File: config.mk
export PLATFORM = sky130hd
export DESIGN_NAME = wb_byte_master
export DESIGN_NICKNAME = d
export VERILOG_FILES = /design/src/rtl/wb_byte_master_pkg.sv /design/src/rtl/wb_byte_timeout.sv /design/src/rtl/wb_byte_master.sv
export SDC_FILE = /design/constraint.sdc
export NUM_CORES = 1
export LEC_CHECK = 0
export ABC_CLOCK_PERIOD_IN_PS = 2700
export CAP_MARGIN = 10
export CORE_AREA = 2 2 124 126
export DETAILED_ROUTE_END_ITERATION = 6
export DIE_AREA = 0 0 126 128
export PLACE_DENSITY = 0.69
export SLEW_MARGIN = 40
export SYNTH_ARGS = -nofsm -noshare
export SYNTH_HDL_FRONTEND = slang
export SYNTH_SLANG_ARGS = --single-unit
export TNS_END_PERCENT = 30
File: constraint.sdc
create_clock -name wb_clk_i -period 2.7 [get_ports wb_clk_i]
set_input_delay 0.54 -clock wb_clk_i [delete_from_list [all_inputs] [get_ports wb_clk_i]]
set_output_delay 0.54 -clock wb_clk_i [all_outputs]
set_load 0.005 [all_outputs]
File: src/rtl/wb_byte_master_pkg.sv
// Shared constants and state encoding for the UART-driven Wishbone master.
// Command/response bytes match the host-side tool protocol.
package wb_byte_master_pkg;

  localparam logic [7:0] CMD_WR  = 8'h57;
  localparam logic [7:0] CMD_RD  = 8'h52;
  localparam logic [7:0] RSP_OK  = 8'h4B;
  localparam logic [7:0] RSP_ERR = 8'h45;

  typedef enum logic [2:0] {
    S_IDLE,
    S_ADDR,
    S_WDATA,
    S_BUS,
    S_RESP,
    S_RDATA
  } state_t;

endpackage

File: src/rtl/wb_byte_timeout.sv
// Saturating cycle timer; expired is high during the N-th enabled cycle
// since the last clear, so the owner acts exactly N cycles after clear.
module wb_byte_timeout #(
  parameter int N = 255
) (
  input  logic clk,
  input  logic rst,
  input  logic clear,
  input  logic enable,
  output logic expired
);

  localparam int W = $clog2(N + 1);
  localparam logic [W-1:0] MAX  = W'(N);
  localparam logic [W-1:0] LAST = W'(N - 1);

  logic [W-1:0] cnt;

  always_ff @(posedge clk) begin
    if (rst || clear) begin
      cnt <= '0;
    end else if (enable && cnt != MAX) begin
      cnt <= cnt + 1'b1;
    end
  end

  assign expired = enable && (cnt >= LAST);

endmodule

File: src/rtl/wb_byte_master.sv
// Byte-stream command parser that runs one classic Wishbone cycle per
// frame and streams a status (and read data) back to the transmitter.
module wb_byte_master
  import wb_byte_master_pkg::*;
#(
  parameter int BUS_TIMEOUT  = 255,
  parameter int IDLE_TIMEOUT = 100000
) (
  input  logic        wb_clk_i,
  input  logic        wb_rst_i,
  input  logic [7:0]  rx_data,
  input  logic        rx_valid,
  output logic [7:0]  tx_data,
  output logic        tx_valid,
  input  logic        tx_ready,
  output logic        wbm_cyc_o,
  output logic        wbm_stb_o,
  output logic        wbm_we_o,
  output logic [3:0]  wbm_sel_o,
  output logic [31:0] wbm_adr_o,
  output logic [31:0] wbm_dat_o,
  input  logic [31:0] wbm_dat_i,
  input  logic        wbm_ack_i,
  output logic        busy
);

  state_t      state;
  logic [1:0]  bcnt;
  logic [31:0] rsh;
  logic        ok;
  logic        in_field;
  logic        bus_exp;
  logic        idle_exp;

  assign in_field  = (state == S_ADDR) || (state == S_WDATA);
  assign wbm_stb_o = wbm_cyc_o;
  assign wbm_sel_o = 4'hF;
  assign busy      = (state != S_IDLE);

  wb_byte_timeout #(.N(BUS_TIMEOUT)) u_bus_tmr (
    .clk     (wb_clk_i),
    .rst     (wb_rst_i),
    .clear   (state != S_BUS),
    .enable  (state == S_BUS),
    .expired (bus_exp)
  );

  wb_byte_timeout #(.N(IDLE_TIMEOUT)) u_idle_tmr (
    .clk     (wb_clk_i),
    .rst     (wb_rst_i),
    .clear   (rx_valid || !in_field),
    .enable  (in_field),
    .expired (idle_exp)
  );

  always_ff @(posedge wb_clk_i) begin
    if (wb_rst_i) begin
      state     <= S_IDLE;
      bcnt      <= 2'd0;
      rsh       <= 32'd0;
      ok        <= 1'b0;
      wbm_cyc_o <= 1'b0;
      wbm_we_o  <= 1'b0;
      wbm_adr_o <= 32'd0;
      wbm_dat_o <= 32'd0;
      tx_valid  <= 1'b0;
      tx_data   <= 8'd0;
    end else begin
      unique case (state)
        S_IDLE: begin
          if (rx_valid && (rx_data == CMD_WR || rx_data == CMD_RD)) begin
            wbm_we_o <= (rx_data == CMD_WR);
            bcnt     <= 2'd0;
            state    <= S_ADDR;
          end
        end
        S_ADDR: begin
          if (rx_valid) begin
            wbm_adr_o <= {wbm_adr_o[23:0], rx_data};
            bcnt      <= bcnt + 2'd1;
            if (bcnt == 2'd3) begin
              state     <= wbm_we_o ? S_WDATA : S_BUS;
              wbm_cyc_o <= !wbm_we_o;
            end
          end else if (idle_exp) begin
            bcnt  <= 2'd0;
            state <= S_IDLE;
          end
        end
        S_WDATA: begin
          if (rx_valid) begin
            wbm_dat_o <= {wbm_dat_o[23:0], rx_data};
            bcnt      <= bcnt + 2'd1;
            if (bcnt == 2'd3) begin
              state     <= S_BUS;
              wbm_cyc_o <= 1'b1;
            end
          end else if (idle_exp) begin
            bcnt  <= 2'd0;
            state <= S_IDLE;
          end
        end
        S_BUS: begin
          // ack takes priority over a timeout landing in the same cycle
          if (wbm_ack_i) begin
            wbm_cyc_o <= 1'b0;
            ok        <= 1'b1;
            if (!wbm_we_o) rsh <= wbm_dat_i;
            state     <= S_RESP;
          end else if (bus_exp) begin
            wbm_cyc_o <= 1'b0;
            ok        <= 1'b0;
            state     <= S_RESP;
          end
        end
        S_RESP: begin
          if (!tx_valid) begin
            tx_valid <= 1'b1;
            tx_data  <= ok ? RSP_OK : RSP_ERR;
          end else if (tx_ready) begin
            tx_valid <= 1'b0;
            bcnt     <= 2'd0;
            state    <= (ok && !wbm_we_o) ? S_RDATA : S_IDLE;
          end
        end
        S_RDATA: begin
          if (!tx_valid) begin
            tx_valid <= 1'b1;
            tx_data  <= rsh[31:24];
          end else if (tx_ready) begin
            tx_valid <= 1'b0;
            rsh      <= {rsh[23:0], 8'd0};
            bcnt     <= bcnt + 2'd1;
            if (bcnt == 2'd3) state <= S_IDLE;
          end
        end
        default: state <= S_IDLE;
      endcase
    end
  end

endmodule

==> run summary, run 1 <==
outcome: completed
post-synth top area share: 47.7%
Post-Syn Instances: 733
critical path data arrival time: 1.89 ns
number of vias per cell: 5.08
worst min path class: reg -> reg
count of state elements after synthesis: 138
Die Y: 128 um
Avg Cell Area, Syn: 7.90 sq um
clock skew: 0.00723 ns
Worst path max stage delay: 0.62 ns
Num CTS Buffers: 17
leading area contributor after synthesis: dfxtp_1
Setup Fix Bufs, Post-CTS: 0
most instantiated cells after synthesis: 181 x nand2_1, 138 x dfxtp_1, 84 x a21oi_1, 69 x nor2_1, 41 x clkbuf_1
PortBufs: 121
Initial Util: 38.9%
die width: 126 um
Setup crit end kind: output pin
Worst EP required: 2.16 ns
largest net degree at the start of global routing: 57
I/O pins: 126
DR iter-0 viols: 384
Crit Reg-Reg Endpoint: rsh[27]
DR pass1 iterations: 4
final setup TNS: 0 ns
CTS sink count: 138
overall power: 4.52 mW
Slowest cell on crit path: dfxtp_1
Final Max Tran Viols: 0
hpwl dp: 9370 um
H-tree Lvls: 4
first-pass GRT wire length: 22,900 um
DRC Markers: 0
Yosys cell types: 54
vias in the first global route: 4,715
Max clock buf depth: 2
most common flop cell mapped by yosys: dfxtp_1
DRT antenna net count: 0
most numerous cell in the Yosys netlist: nand2_1
area grow syn2layout: 34.4%
Worst R2R Setup Slack: 0.59 ns
Total GRT Usage: 17.3%
Hold Crit Endpoint: wbm_dat_o[28]
CTS tree: built
pwr dens: 581 nW/um^2
crit-path max FO: 14
per-cell routed wire length: 13.5 um
GRT overflow: 0
kind of critical path: reg -> out
CP Launch Type: register
period utilization: 89.9%
async set-reset flop share out of synthesis: 0%
CTS clk-pin slew, worst paths: 0.06 ns
initial antenna violation count: 1
Vias: 5,283
Lkg Pwr: 2.60 nW
CTS Hold Bufs: 0
synth warn: 0
routability cong.: 0.826
synthesized area: 5790 sq um
DRT Wirelength: 14,000 um
Fin. Hold Viols: 0
Worst Reg2Reg Path Length in Cells: 7
row cnt: 45
Worst-Skew Late Latency: 0.42 ns
area of the die: 16,100 sq um
Worst-Margin Slew: 0.650 ns
worst path cell trace: nor3_1 -> inv_1 -> clkdlybuf4s50_1
R2R Path Start: state[2]
peak supply drop: 0.419 mV
Final Setup Violations: 0
total of max-cap violations: 0
hold depth: 2
fmax: 412 MHz
HP Start: wbm_dat_o[28]
post-synthesis sequential area ratio: 47.7%
EDFF count, synth: 0
core area: 14,900 sq um
Rel. slew slack: 56.6%
RSZ-0062 raised after global routing: false
minimum clock period: 2.43 ns
Area contributors post-synth: dfxtp_1 48%, nand2_1 12%, a21oi_1 7.3%
Root Driver: clkbuf_16
NumNets Final: 887
share of cells above drive strength 1: 6.94%
Post-CTS Resized: 0
-- stage by stage --
step	std cells	hold slack, ns	util (%)	worst slack (ns)	area (sq um)
2_1_floorplan	736	0.432	-	0.755	5800
3_3_place_gp	1006	0.439	48.3	0.154	7180
3_5_place_dp	1006	0.445	48.3	0.119	7180
4_1_cts	1038	0.453	52.3	0.281	7780
5_1_grt	1038	0.469	52.3	0.110	7780
6_report	1039	0.450	52.3	0.272	7780
-- cell type report --
class / count / area (sq um)
Tap cell: 188 / 235
Antenna cell: 1 / 2.50
Inverter: 12 / 45.0
Multi-Input combinational cell: 530 / 2790
Clock buffer: 25 / 485
Fill cell: 1433 / 7090
Sequential cell: 138 / 2760
Clock inverter: 7 / 114
Timing Repair Buffer: 138 / 1350
-- cell families after synthesis --
group	synth area share [%]
AOI/OAI and AO/OA	15.2
xor gates and xnor gates	3.48
adders and majority gates	1.08
buffers and inverters	4.86
DFF	47.7
muxes	0.346
other	0.0648
and+or+nand+nor	27.2
-- sequential cells by signal (all words and copies together), names as in the netlist --
signal	cells
wbm_dat_o	32
rsh	32
wbm_cyc_o	1
u_idle_tmr.cnt	17
ok	1
tx_data	8
wbm_we_o	1
state	3
u_bus_tmr.cnt	8
bcnt	2
tx_valid	1
wbm_adr_o	32
-- worst max-delay path, delay by kind of cell, from the launching register on --
family / cells / cell delay (ns)
simple gates: 1 / 0.15
buf+inv: 2 / 0.71
flops: 1 / 0.62
-- worst max-delay path by stage --
stage                from       end  slack, ns  cells after the start
2_1_floorplan  rx_data[7]  state[1]       0.75                      5
3_3_place_gp   rx_data[5]  state[1]       0.15                      6
3_5_place_dp   rx_data[5]  state[1]       0.12                      6
4_1_cts          state[1]      busy       0.28                      3
5_1_grt          state[1]      busy       0.11                      3
6_report         state[1]      busy       0.27                      3
-- routing by layer --
layer | up-vias | GRT usage [%] | wire (um)
li1 | 2713 | - | -
met1 | 2416 | 23.6 | 6690
met2 | 137 | 26.3 | 6340
met3 | 17 | 4.38 | 800
met4 | 0 | 6.79 | 202
met5 | - | 0 | 0
-- report_power, final --
| group | internal (mW) | total [mW] | switching [mW] | leakage (nW) |
|---|---|---|---|---|
| logic | 0.0712 | 0.132 | 0.0611 | 1.20 |
| clock network | 1.52 | 2.35 | 0.826 | 0.295 |
| registers | 2.04 | 2.04 | 0.000977 | 1.11 |
| total | 3.63 | 4.52 | 0.888 | 2.60 |
-- placed cells by master, fill, tap and decap left out, types with 7 or more instances in the layout --
master	instances
clkbuf_16	17
nor2_1	69
a311oi_1	25
dfxtp_1	138
nand2_1	181
inv_1	12
nand3_1	40
buf_4	17
xor2_1	16
a21oi_1	84
nor3_1	16
xnor2_1	7
o21ai_0	7
nand4_1	8
clkdlybuf4s50_1	120
No activity file was read; power rests on OpenSTA's default activity.
==> run 2: changes to the inputs <==
SLEW_MARGIN = default   (was 40)
==> results of run 2 <==
The final DEF is identical to that of run 1; final timing and power are the same.
==> run 3: changes to the inputs <==
CTS_CLUSTER_SIZE = 14   (was default)
==> results of run 3 <==
The final DEF is identical to that of run 1; final timing and power are the same.
==> RTL edit 1 (settings of run 3) <==
Set the parameter `IDLE_TIMEOUT` to 200000 (it was 100000).
--- a/src/rtl/wb_byte_master.sv
+++ b/src/rtl/wb_byte_master.sv
@@ -5,5 +5,5 @@
 #(
   parameter int BUS_TIMEOUT  = 255,
-  parameter int IDLE_TIMEOUT = 100000
+  parameter int IDLE_TIMEOUT = 200000
 ) (
   input  logic        wb_clk_i,
Formal check against the unedited RTL: no difference found for any inputs over 4 cycles, from zero or initial values and one cycle with wb_rst_i high; that may be too few to reach the edited logic, so the function may still have changed.
==> RTL edit 1 against run 3 <==
  * Setup slack lost 0.061 ns
  * Final area grew 1.9%
  * Sequential cell count grew 1
  * First-iteration DRC count grew 36%
  * Synthesized area grew 2.6%
  * Wire length grew 3.0%
  * Global-route usage grew 0.53 points
  * Critical path type is now input port to flop
  * Largest cell class unchanged
Power is not compared: it rests on default switching activity, and its combinational part moved more than twofold at a synthesized area within 25%.
==> RTL edit 1: results (changes against run 3) <==
[synthesis]
synthTopCellsByCount = nand2_1, dfxtp_1, a21oi_1
seq_area_frac_synth = 0.469  ; -0.00870
yosysWarnings = 0  ; unchanged
ys_types = 55  ; +1.9%
synthArstFlopShare = 0  ; unchanged
synth_area_leaders = dfxtp_1, nand2_1, a21oi_1
ys.flop_type = dfxtp_1

[clock_network]
root_buffer = clkbuf_16
post_cts_buffers = 0  ; unchanged
cts_buffer_depth = 2  ; unchanged
cts_buffers = 17  ; unchanged
clk_latency_ns = 0.42  ; about the same
clk_pin_slew_worst_paths_ns = 0.06  ; about the same
cts_max_level = 4  ; unchanged
postCtsResizedCells = 0  ; unchanged

[sta]
fin_skew_ns = 0.0103  ; +0.00304 ns
slew-limit-headroom = 0.587  ; +0.0218

[global_routing]
grt_pass1_wl_um = 23400  ; +2.4%
antenna_found_initial = 0  ; -1
grt_usage = 0.178  ; +0.00529
grt_max_degree = 65  ; +14%
first_global_vias = 4846  ; +2.8%

[cells_and_area]
diodes = 0  ; -1
drive_above_1_share = 0.0833  ; +0.0139
reg.largest.list = rsh (32), wbm_adr_o (32), wbm_dat_o (32)
fin_nets = 901  ; +1.6%

[routing]
ant_nets = 0  ; unchanged
remaining_drc_errors = 0  ; unchanged
drtIter0Drc = 521  ; +36%
drt-pass1-iter-count = 4  ; unchanged
routedWlPerCell_um = 13.7  ; +1.7%
vias = 5431  ; +2.8%

[place]
dpl.hpwl_um = 9600  ; +2.5%
io_buffers = 121  ; unchanged
routabilityCongestion = 0.811  ; -1.9%
dpl_worst_slack_ns = -0.156  ; -0.275 ns

[outcome]
status = finished clean

[worst_hold_path]
worstHoldPathType = flop to flop

[critical_path]
worst-path-max-fanout = 3  ; -11
arrival_ns = 2.80  ; +0.91 ns

[power]
p_leak_nw = 2.63
peakVddDrop_v = 0.000432

==> RTL edit 1: cell types whose count changed after synthesis, sizes merged, moves of 6 or more <==
cell / change
nand2: -10
nand2b: +9
nor2: -9
nor3: -9
xor2: -6
==> RTL edit 1: logic make-up after synthesis <==
family	Yosys count	share of synthesized area
AND/OR/NAND/NOR	342	0.259
XOR/XNOR	22	0.0324
other	1	0.000632
multiplexers	3	0.00527
flip-flops	139	0.469
buffers and inverters	75	0.0542
AO/OA/AOI/OAI	156	0.169
adder cells (fa/ha/maj)	5	0.0105
==> RTL edit 1: final cells by class <==
| cell class | count | area (um2) |
|---|---|---|
| Fill cell | 1391 | 6940 |
| Multi-Input combinational cell | 532 | 2870 |
| Sequential cell | 139 | 2780 |
| Timing Repair Buffer | 149 | 1430 |
| Clock buffer | 18 | 439 |
| Tap cell | 188 | 235 |
| Clock inverter | 14 | 121 |
| Inverter | 12 | 45.0 |
==> RTL edit 1: metal layers <==
layer / wire length (um) / vias to the layer above / global-route usage
met2: 6520 / 133 / 0.269
li1: - / 2773 / -
met5: 0 / - / 0
met4: 262 / 0 / 0.0679
met1: 7020 / 2502 / 0.245
met3: 651 / 23 / 0.0476
==> RTL edit 1: through the flow <==
stage | instances | area, um2 | total power, mW
finish | 1052 | 7930 | 4.62
global route | 1052 | 7930 | 4.80
CTS | 1052 | 7920 | 4.67
detailed placement | 1020 | 7360 | 2.48
global placement | 1020 | 7360 | 2.48
floorplan | 746 | 5950 | 2.31
==> RTL edit 1: path summary, 6_finish.rpt <==
check | start | to | slack, ns | cells after the start
worst max-delay path | rx_valid | bcnt[0] | 0.21 | 7
worst min-delay path | wbm_adr_o[27] | wbm_adr_o[27] | 0.45 | 2
worst max register to register | u_idle_tmr.cnt[0] | bcnt[0] | 0.51 | 6
worst min register to register | wbm_adr_o[27] | wbm_adr_o[27] | 0.45 | 2
==> RTL edit 1: critical path: stages <==
cell	delay [ns]
clkdlybuf4s50_1	0.53
nand4bb_1	0.14
o311ai_0	0.59
buf_4	0.23
nand2_1	0.06
a2111oi_2	0.35
mux2_1	0.35
==> RTL edit 1: power by group <==
group	internal, mW	switching [mW]	total, mW
sequential	2.07	0.0148	2.08
clock	1.29	0.895	2.18
combinational	0.159	0.202	0.361
total	3.51	1.11	4.62
==> RTL edit 2 (flow settings as in run 3) <==
Without the edit above. The 6 states of `state_t` get a one-hot encoding in 6 bits.
--- a/src/rtl/wb_byte_master_pkg.sv
+++ b/src/rtl/wb_byte_master_pkg.sv
@@ -8,11 +8,11 @@
   localparam logic [7:0] RSP_ERR = 8'h45;
 
-  typedef enum logic [2:0] {
-    S_IDLE,
-    S_ADDR,
-    S_WDATA,
-    S_BUS,
-    S_RESP,
-    S_RDATA
+  typedef enum logic [5:0] {
+    S_IDLE  = 6'b000001,
+    S_ADDR  = 6'b000010,
+    S_WDATA = 6'b000100,
+    S_BUS   = 6'b001000,
+    S_RESP  = 6'b010000,
+    S_RDATA = 6'b100000
   } state_t;
 
Function: same outputs for any inputs over 4 cycles, from zero or initial values and one cycle with wb_rst_i high; so few cycles prove little.
==> RTL edit 2 against run 3 <==
  * First-iteration DRC count decreased by 29%
  * Synthesized area up 2.6%
  * Wire length fell by 1.7%
  * Register-to-register slack worse by 0.08 ns
  * Sequential cell count up 3
  * Final area increased by 2.4%
  * Global-route usage is 0.11 points higher
  * Fmax is 0.62% higher
  * Setup slack gained 0.015 ns
  * Core utilization grew 1.3 points
  * Count of clock-buffer cells in the layout shrank 5
Power is not compared: it rests on default switching activity, and its combinational part moved more than twofold at a synthesized area within 25%.
==> RTL edit 2: results (changes against run 3) <==
[outcome]
status = finished clean

[global_routing]
grt_usage = 0.174  ; +0.00109
antenna_found_initial = 0  ; -1
grt_util_met1 = 0.238  ; +0.00222
grt_max_degree = 104  ; +82%
grt_pass1_wl_um = 22800  ; -0.21%

[synthesis]
synth-seq-cells = 141  ; +2.2%
ys_types = 56  ; +3.7%
synthTopCellsByCount = nand2_1, dfxtp_1, a21oi_1
seq_area_frac_synth = 0.476  ; -0.00175

[sta]
slew-limit-headroom = 0.601  ; +0.0356

[worst_hold_path]
worstHoldPathType = input port to flop
whs_endpoint = state[3]
hold_start = wb_rst_i

[critical_path]
r2r_slack_ns = 0.51  ; -0.08 ns
slowest_stage = clkdlybuf4s50_1
cp_top_family = simple AND/OR/NAND/NOR gates
arrival_ns = 1.87  ; -0.02 ns

[cells_and_area]
non_clock_buffer_count = 135  ; -2.2%
clk_share = 0.0820  ; +0.00494
fin_nets = 860  ; -3.0%
inv_count = 6  ; -6
multi_input_gates = 509  ; -4.0%
drive_above_1_share = 0.0706  ; +0.00123

[routing]
routedWlPerCell_um = 13.7  ; +1.3%
wl_met2_um = 6370  ; +0.47%
vias_per_cell = 4.99  ; -1.9%
drtIter0Drc = 273  ; -29%

[place]
routabilityCongestion = 0.763  ; -7.7%
dpl_worst_slack_ns = 0.277  ; +0.158 ns

## RTL edit 2: how the worst max path moves through the flow
stage	slack (ns)	endpoint	cells after the start
after floorplan	0.71	wbm_we_o	7
after global placement	0.26	wbm_we_o	8
after detailed placement	0.28	wbm_we_o	8
after CTS	0.11	busy	3
after global routing	0.14	busy	3
final	0.29	busy	3
## RTL edit 2: cells by family (layout without fill, tap and decap cells)
family | count (synthesis) | count (layout) | share of synthesized area
AOI/OAI and AO/OA | 142 | 142 | 0.149
xor gates and xnor gates | 25 | 25 | 0.0369
adders and majority gates | 5 | 5 | 0.0105
buffers and inverters | 58 | 171 | 0.0468
DFF | 141 | 141 | 0.476
muxes | 29 | 29 | 0.0489
other | 1 | 4 | 0.000632
and+or+nand+nor | 304 | 304 | 0.231
## RTL edit 2: worst register-to-register path, delay by kind of cell (launching register included)
kind / cells / cell delay, ns
AOI/OAI and AO/OA: 2 / 0.36
muxes: 1 / 0.19
DFF: 1 / 0.40
and+or+nand+nor: 3 / 0.94
buffers and inverters: 1 / 0.18
